File: config.mk
export PLATFORM = sky130hd
export DESIGN_NAME = leds_pwm
export DESIGN_NICKNAME = d
export VERILOG_FILES = /design/src/rtl/leds_pwm.sv
export SDC_FILE = /design/constraint.sdc
export NUM_CORES = 1
export LEC_CHECK = 0
export BUFFER_PORTS_ARGS = -buffer_cell sky130_fd_sc_hd__buf_2
export CORE_MARGIN = 10
export CORE_UTILIZATION = 40
export DETAILED_ROUTE_END_ITERATION = 7
export HOLD_SLACK_MARGIN = 0.05
export PLACE_DENSITY_LB_ADDON = 0.15
export SYNTH_ARGS = -nofsm -noshare
export SYNTH_HDL_FRONTEND = slang
export SYNTH_SLANG_ARGS = --single-unit
File: constraint.sdc
create_clock -name clk_i -period 10.7 [get_ports clk_i]
set_clock_uncertainty 0.1 [all_clocks]
set_input_delay 1.605 -clock clk_i [delete_from_list [all_inputs] [get_ports clk_i]]
set_output_delay 1.605 -clock clk_i [all_outputs]
set_load 0.05 [all_outputs]
File: src/rtl/leds_pwm.sv
// Wishbone-mapped PWM LED controller: one duty register per colour channel, shadowed so that
// duty changes take effect only at the PWM period boundary. rgb_leds_o[k] = {r, g, b}.
module leds_pwm #(
  parameter int unsigned N_GREEN  = 4,
  parameter int unsigned N_RGB    = 4,
  parameter int unsigned PWM_BITS = 8,
  parameter int unsigned PRE_BITS = 16,
  parameter int unsigned DW       = 32,
  parameter int unsigned AW       = 32
) (
  input  logic                  clk_i,
  input  logic                  rst_i,
  input  logic                  cyc_i,
  input  logic                  stb_i,
  input  logic                  we_i,
  input  logic [AW-1:0]         adr_i,
  input  logic [DW-1:0]         dat_i,
  output logic [DW-1:0]         dat_o,
  output logic                  ack_o,
  output logic                  err_o,
  output logic                  stall_o,
  output logic                  rty_o,
  output logic [N_GREEN-1:0]    green_leds_o,
  output logic [N_RGB-1:0][2:0] rgb_leds_o
);

  localparam int unsigned NCH = N_GREEN + 3 * N_RGB;

  logic [NCH-1:0][PWM_BITS-1:0] pending_q, pending_d;
  logic [NCH-1:0][PWM_BITS-1:0] active_q, active_d;
  logic [PRE_BITS-1:0]          prescale_q, prescale_d;
  logic                         enable_q, enable_d;
  logic [PRE_BITS-1:0]          pre_cnt_q, pre_cnt_d;
  logic [PWM_BITS-1:0]          pwm_cnt_q, pwm_cnt_d;
  logic [NCH-1:0]               led_q, led_d;
  logic                         ack_q, ack_d;
  logic                         err_q, err_d;
  logic [DW-1:0]                dat_q, dat_d;

  logic req, adr_ok, tick, wrap;

  assign req    = cyc_i & stb_i;
  // Full-width compare also rejects any set upper address bits.
  assign adr_ok = (adr_i <= AW'(NCH));
  assign tick   = enable_q && (pre_cnt_q >= prescale_q);
  assign wrap   = tick && (pwm_cnt_q == {PWM_BITS{1'b1}});

  // Bus decode and register writes
  always_comb begin
    pending_d  = pending_q;
    prescale_d = prescale_q;
    enable_d   = enable_q;
    ack_d      = req & adr_ok;
    err_d      = req & ~adr_ok;
    dat_d      = '0;
    if (req && adr_ok) begin
      if (we_i) begin
        if (adr_i == '0) begin
          prescale_d = dat_i[PRE_BITS:1];
          enable_d   = dat_i[0];
        end
        for (int unsigned i = 0; i < NCH; i++) begin
          if (adr_i == AW'(i + 1)) pending_d[i] = dat_i[PWM_BITS-1:0];
        end
      end else begin
        if (adr_i == '0) dat_d = DW'({prescale_q, enable_q});
        for (int unsigned i = 0; i < NCH; i++) begin
          if (adr_i == AW'(i + 1)) dat_d = DW'(pending_q[i]);
        end
      end
    end
  end

  // Prescaler, PWM counter, shadow transfer and output compare
  always_comb begin
    pre_cnt_d = '0;
    pwm_cnt_d = '0;
    if (enable_q) begin
      pre_cnt_d = tick ? '0 : pre_cnt_q + 1'b1;
      pwm_cnt_d = tick ? pwm_cnt_q + 1'b1 : pwm_cnt_q;
    end
    // Taking pending_d lets a write on the wrap tick win over the old pending value.
    active_d = (!enable_q || wrap) ? pending_d : active_q;
    led_d    = '0;
    for (int unsigned i = 0; i < NCH; i++) begin
      led_d[i] = enable_q && (pwm_cnt_q < active_q[i]);
    end
  end

  always_ff @(posedge clk_i or posedge rst_i) begin
    if (rst_i) begin
      pending_q  <= '0;
      active_q   <= '0;
      prescale_q <= '0;
      enable_q   <= 1'b0;
      pre_cnt_q  <= '0;
      pwm_cnt_q  <= '0;
      led_q      <= '0;
      ack_q      <= 1'b0;
      err_q      <= 1'b0;
      dat_q      <= '0;
    end else begin
      pending_q  <= pending_d;
      active_q   <= active_d;
      prescale_q <= prescale_d;
      enable_q   <= enable_d;
      pre_cnt_q  <= pre_cnt_d;
      pwm_cnt_q  <= pwm_cnt_d;
      led_q      <= led_d;
      ack_q      <= ack_d;
      err_q      <= err_d;
      dat_q      <= dat_d;
    end
  end

  assign dat_o        = dat_q;
  assign ack_o        = ack_q;
  assign err_o        = err_q;
  assign stall_o      = 1'b0;
  assign rty_o        = 1'b0;
  assign green_leds_o = led_q[N_GREEN-1:0];

  for (genvar k = 0; k < N_RGB; k++) begin : g_rgb
    assign rgb_leds_o[k] = {led_q[N_GREEN+3*k], led_q[N_GREEN+3*k+1], led_q[N_GREEN+3*k+2]};
  end

endmodule

# == Word-level counts from Yosys, hierarchy flattened ==
# Cells that the tools add are included.
# op_classes
eq_ne,18
bitwise_logic,4
n_reduce_logical,23
magnitude_cmp,18
muxes,41
add_sub_neg,2
# op_table
op,n
two-way mux 32 bit,18
equality test 32 x 4 -> 1 bit (second input constant),8
two-way mux 128 bit,2
two-way mux 8 bit,18
equality test 32 x 3 -> 1 bit (second input constant),4
< comparator 8 bit,16
equality test 32 x 2 -> 1 bit (second input constant),2
equality test 32 x 1 -> 1 bit (second input constant),1
equality test 32 x 5 -> 1 bit (second input constant),1
<= comparator 32 x 5 -> 1 bit (second input constant),1
zero test 32 bit,1
two-way mux 16 bit,2
logical AND 1 bit,19
two-way mux 17 bit,1
adder 16 x 1 -> 16 bit (second input constant),1
greater-or-equal comparator 16 bit,1
adder 8 x 1 -> 8 bit (second input constant),1
equality test 8 bit (second input constant),1
AND 1 bit,3
AND reduction 3 bit,1
inequality test 2 x 1 -> 1 bit (second input constant),1
zero test 1 bit,1
logical OR 1 bit,1
NOT 1 bit,1
# word_totals
output_inout_bits,52
reg_bits,347
inputBits,69
word_cells,146

# == Depth between registers and ports, before layout ==
# depth
depth_word,20
depth_mapped,11
ltp_nobuf,9

# == Least setup slack after synthesis ==
# OpenSTA, ideal clock, no wires.
# synth_timing
path_type,input port to flip-flop
start,input port adr_i[24]
end,register active_q[120] (netlist bit)
arrival_time_ns,3.511
required_ns,10.475
setup_time_ns,0.125
stages,8
path_buffers,1
slack_ns,6.964
cell_sequence,nor4_1 -> and3_1 -> nand2b_4 -> or2_1 -> clkbuf_1 -> nor2_2 -> mux2_2 -> mux2_2
# synth_rtl
element,line,rtl
from (decl),16,"input logic [AW-1:0] adr_i,"
to (signal assigned),104,active_q <= active_d;
to (decl),30,"logic [NCH-1:0][PWM_BITS-1:0] active_q, active_d;"

# == Final worst setup path ==
# layout_timing
start,input port adr_i[0]
end,"register dat_q[7], in the netlist dat_o[7]"
# layout_between
elab_chain_cells,20
word_cells_on_any_way,38
classes_between,order compare (1); eq/ne (16); mux (19); reduce/logical (2)
# layout_rtl
element,line,rtl
zero test 32 bit,66,"if (adr_i == '0) dat_d = DW'({prescale_q, enable_q});"
two-way mux 17 bit,66,
two-way mux 32 bit (16 in series),68,if (adr_i == AW'(i + 1)) dat_d = DW'(pending_q[i]);
two-way mux 32 bit,57,if (we_i) begin
two-way mux 32 bit *,56,if (req && adr_ok) begin
via dat_d[7],38,"logic [DW-1:0] dat_q, dat_d;"
to (signal assigned),112,dat_q <= dat_d;
to (decl),38,
# The timed path passes the listed nets; every way through them passes the cells marked *.
# A chain may end at the register's enable or synchronous reset.

==> key figures <==
Logic synthesis
  • Syn Std Cell Area: 17,500 um2
  • Yosys warning count: 0
  • Seq cells post-synth: approximately 330
  • Mapped Cells: between 1,000 and 1,500
  • Netlist cell types: 76
  • Synth top area share: 47.4%
  • Mean Syn Cell Area: 11.7 um2
  • Post-synth EDFFs: 0
  • Area contributors post-synth: dfrtp_1, mux2_2, ha_1
  • Synth area leader: dfrtp_1
  • Ys async rst share: 100%
  • Register area share after synthesis: 47.4%
  • Ys flop type: dfrtp_1

Setup path
  • Setup Crit Path Kind: in2reg
  • CP endpoint kind: flop
  • Worst Path Arrival: 4770 ps
  • Critical Path RT: between 10,000 and 15,000 ps
  • Worst-path maximum fanout: 40
  • Crit start category: input pin

Flow run
  • Max Cap Viol: 0

Power and ir drop
  • Psw: ~0.00062 W
  • Int Pwr: 0.00223 W
  • Clock Power Share: 52.5%
  • Share of power burned in combinational logic: 3.4%
  • Peak VDD IR: around 0.1 mV
  • Sw Share: between 20% and 30%
  • Power density over cell area: 143 nW/um2
  • Register share of total power: 44.1%
  • P_leak: roughly 9.5 nW

CTS
  • Hold buffers post-CTS: 0
  • Post-CTS Resized: 0
  • CTS buffer count: 39
  • Max Buffers Root-to-Sink: 3
  • CTS H-tree depth: 2
  • CTS tree: done
  • Total setup buffers inserted after CTS: 0
  • Root Driver: clkbuf_16
  • Clock slew at reported path FFs: roughly 60 ps
  • Clk Latency, worst-skew pair: 550 ps
  • Num Clock Sinks: 332

Detailed routing
  • Number of remaining DRC errors: 0
  • Routed Antenna Nets: 0
  • Number of DRC markers in iteration 0: 614
  • Vias per cell: 5.23
  • Wire length per cell: 21.6 um
  • DR pass1 iterations: 4
  • Routed WL: 47.5 mm
  • Routed via count: 11,500

Timing
  • Unrepaired setup endpoints after global routing: false
  • Hold Vio Cnt, Final: 0
  • Slew Limit Fails: 0
  • Max Fclk: 224 MHz
  • Slew @ Worst Pin: 1040 ps
  • Finish-stage setup viols: 0
  • Tcrit/Tclk final: 41.8%
  • Fin crit period: 4470 ps
  • Rel. slew slack: a little under a third
  • Setup tns final: 0 ps

Place
  • Placed cell area: 18,500 um2
  • Final HPWL DP: 31.8 mm
  • Port Buffers: 88
  • GP Congestion: 0.920

Global route
  • GRT Total Usage: 18.0%
  • GR Overflow Total: 0
  • First-pass GRT wire length: 73.5 mm
  • Vias in the first global route: roughly 12,000
  • Initial antenna violation count: 0
  • Largest net degree at the start of global routing: 72

Die
  • Die ar.: 52,600 um2
  • Row cnt: 76
  • Die Y: about 230 um
  • Placeable Area: 43,200 um2
  • DIE WIDTH: approximately 230 um
  • Starting Density: 40.6%
  • I/O pin count: 121

Cells and area
  • Cell area after layout: 20,000 um2
  • Share of layout cells above drive strength 1: 31.5%
  • Filler Cell Count: about 4,000
  • Commonest non-fill, non-tap cell in the layout: dfrtp_1
  • FF+latch area: 8310 um2
  • Area growth from synthesis to layout: 14.1%
  • Final nets: around 1,800
  • Most frequent cells in the layout: dfrtp_1, mux2_2, inv_1
  • Multi-input gate area in the final layout: 8340 um2

Worst hold path
  • HP Class: reg2reg

Status
  • Status: finished, final reports clean
==> cell type report <==
class	count	area share [%]
Multi-Input combinational cell	954	41.7
Sequential cell	332	41.6
Clock buffer	53	5.65
Tap cell	585	3.66
Timing Repair Buffer	110	3.03
Inverter	147	2.78
Clock inverter	17	1.60
Antenna cell	1	0.0125
==> registers in the layout (all words and copies together), names as in the netlist <==
signal,cells
pending_q,128
pre_cnt_q,16
led_q,16
dat_o,17
ack_o,1
pwm_cnt_q,8
err_o,1
prescale_q,16
active_q,128
enable_q,1
==> cell families (layout without fill, tap and decap cells) <==
logic type | after synthesis | in the layout | synth area share [%]
AO/OA/AOI/OAI | 234 | 234 | 9.51
XOR/XNOR | 15 | 15 | 0.750
adder cells (fa/ha/maj) | 130 | 130 | 9.28
buffers and inverters | 224 | 327 | 5.38
flip-flops | 332 | 332 | 47.4
multiplexers | 293 | 293 | 19.0
other | 1 | 18 | 0.0214
AND/OR/NAND/NOR | 265 | 265 | 8.66
==> synthesized netlist by cell type, drive strengths merged (2+ instances only) <==
master / count
a31oi: 5
a32oi: 2
clkbuf: 33
a211oi: 4
a21boi: 12
o211a: 2
nand3: 43
mux2i: 26
o22ai: 7
nand2: 50
a221oi: 6
nor2b: 8
a22oi: 7
a221o: 2
ha: 130
xor2: 8
buf: 44
nor4: 18
and3: 11
inv: 147
mux4: 5
o311ai: 3
o21ai: 31
nor2: 36
or2: 34
or3: 4
o41ai: 2
nand2b: 43
a21oi: 40
a21o: 69
o211ai: 5
nand3b: 3
mux2: 262
a2111oi: 17
nor3: 7
o221ai: 6
dfrtp: 332
xnor2: 7
nand4: 4
and2: 2
==> worst paths after layout <==
kind	start	endpoint	slack, ps	cells after the start
setup / recovery	adr_i[0]	dat_o[7]	6230	8
hold / removal	prescale_q[2]	prescale_q[2]	400	1
hold reg to reg	prescale_q[2]	prescale_q[2]	400	1
max in group asynchronous	rst_i	active_q[58]	7260	4
min in group asynchronous	rst_i	prescale_q[4]	1090	2
setup reg to reg	pre_cnt_q[0]	active_q[115]	6670	10
==> power by group through the flow <==
stage          sequential, W  clock (W)  combinational, W
2_1_floorplan        0.00128          0         0.0000635
3_3_place_gp         0.00128          0         0.0000995
3_5_place_dp         0.00128          0          0.000100
4_1_cts              0.00126    0.00154          0.000100
5_1_grt              0.00125    0.00158          0.000108
6_report             0.00126    0.00150         0.0000981
==> through the flow <==
stage | std cells | setup WS, ps | hold slack [ps] | utilization (%) | power (W)
2_1_floorplan | 1510 | 4560 | 379 | - | 0.00134
3_3_place_gp | 2128 | 5650 | 388 | 42.9 | 0.00138
3_5_place_dp | 2128 | 5670 | 395 | 42.9 | 0.00138
4_1_cts | 2198 | 6210 | 408 | 46.3 | 0.00289
5_1_grt | 2198 | 5990 | 416 | 46.3 | 0.00294
6_report | 2199 | 6230 | 404 | 46.3 | 0.00285
==> critical path: stages <==
cell and delay (ps):
buf_2 90, buf_4 270, nor2_1 850, nand3_1 230
or2_1 470, a211oi_2 680, o21ai_0 180, a221oi_1 370
==> routing by layer <==
layer / GRT usage, % / share of wire (%) / vias to the layer above
li1: - / - / 5450
met1: 26.1 / 50 / 5789
met2: 27.4 / 44 / 214
met3: 2.73 / 3.8 / 49
met4: 4.70 / 1.8 / 0
met5: 0 / 0 / -
Power figures use the tool's default switching activity.
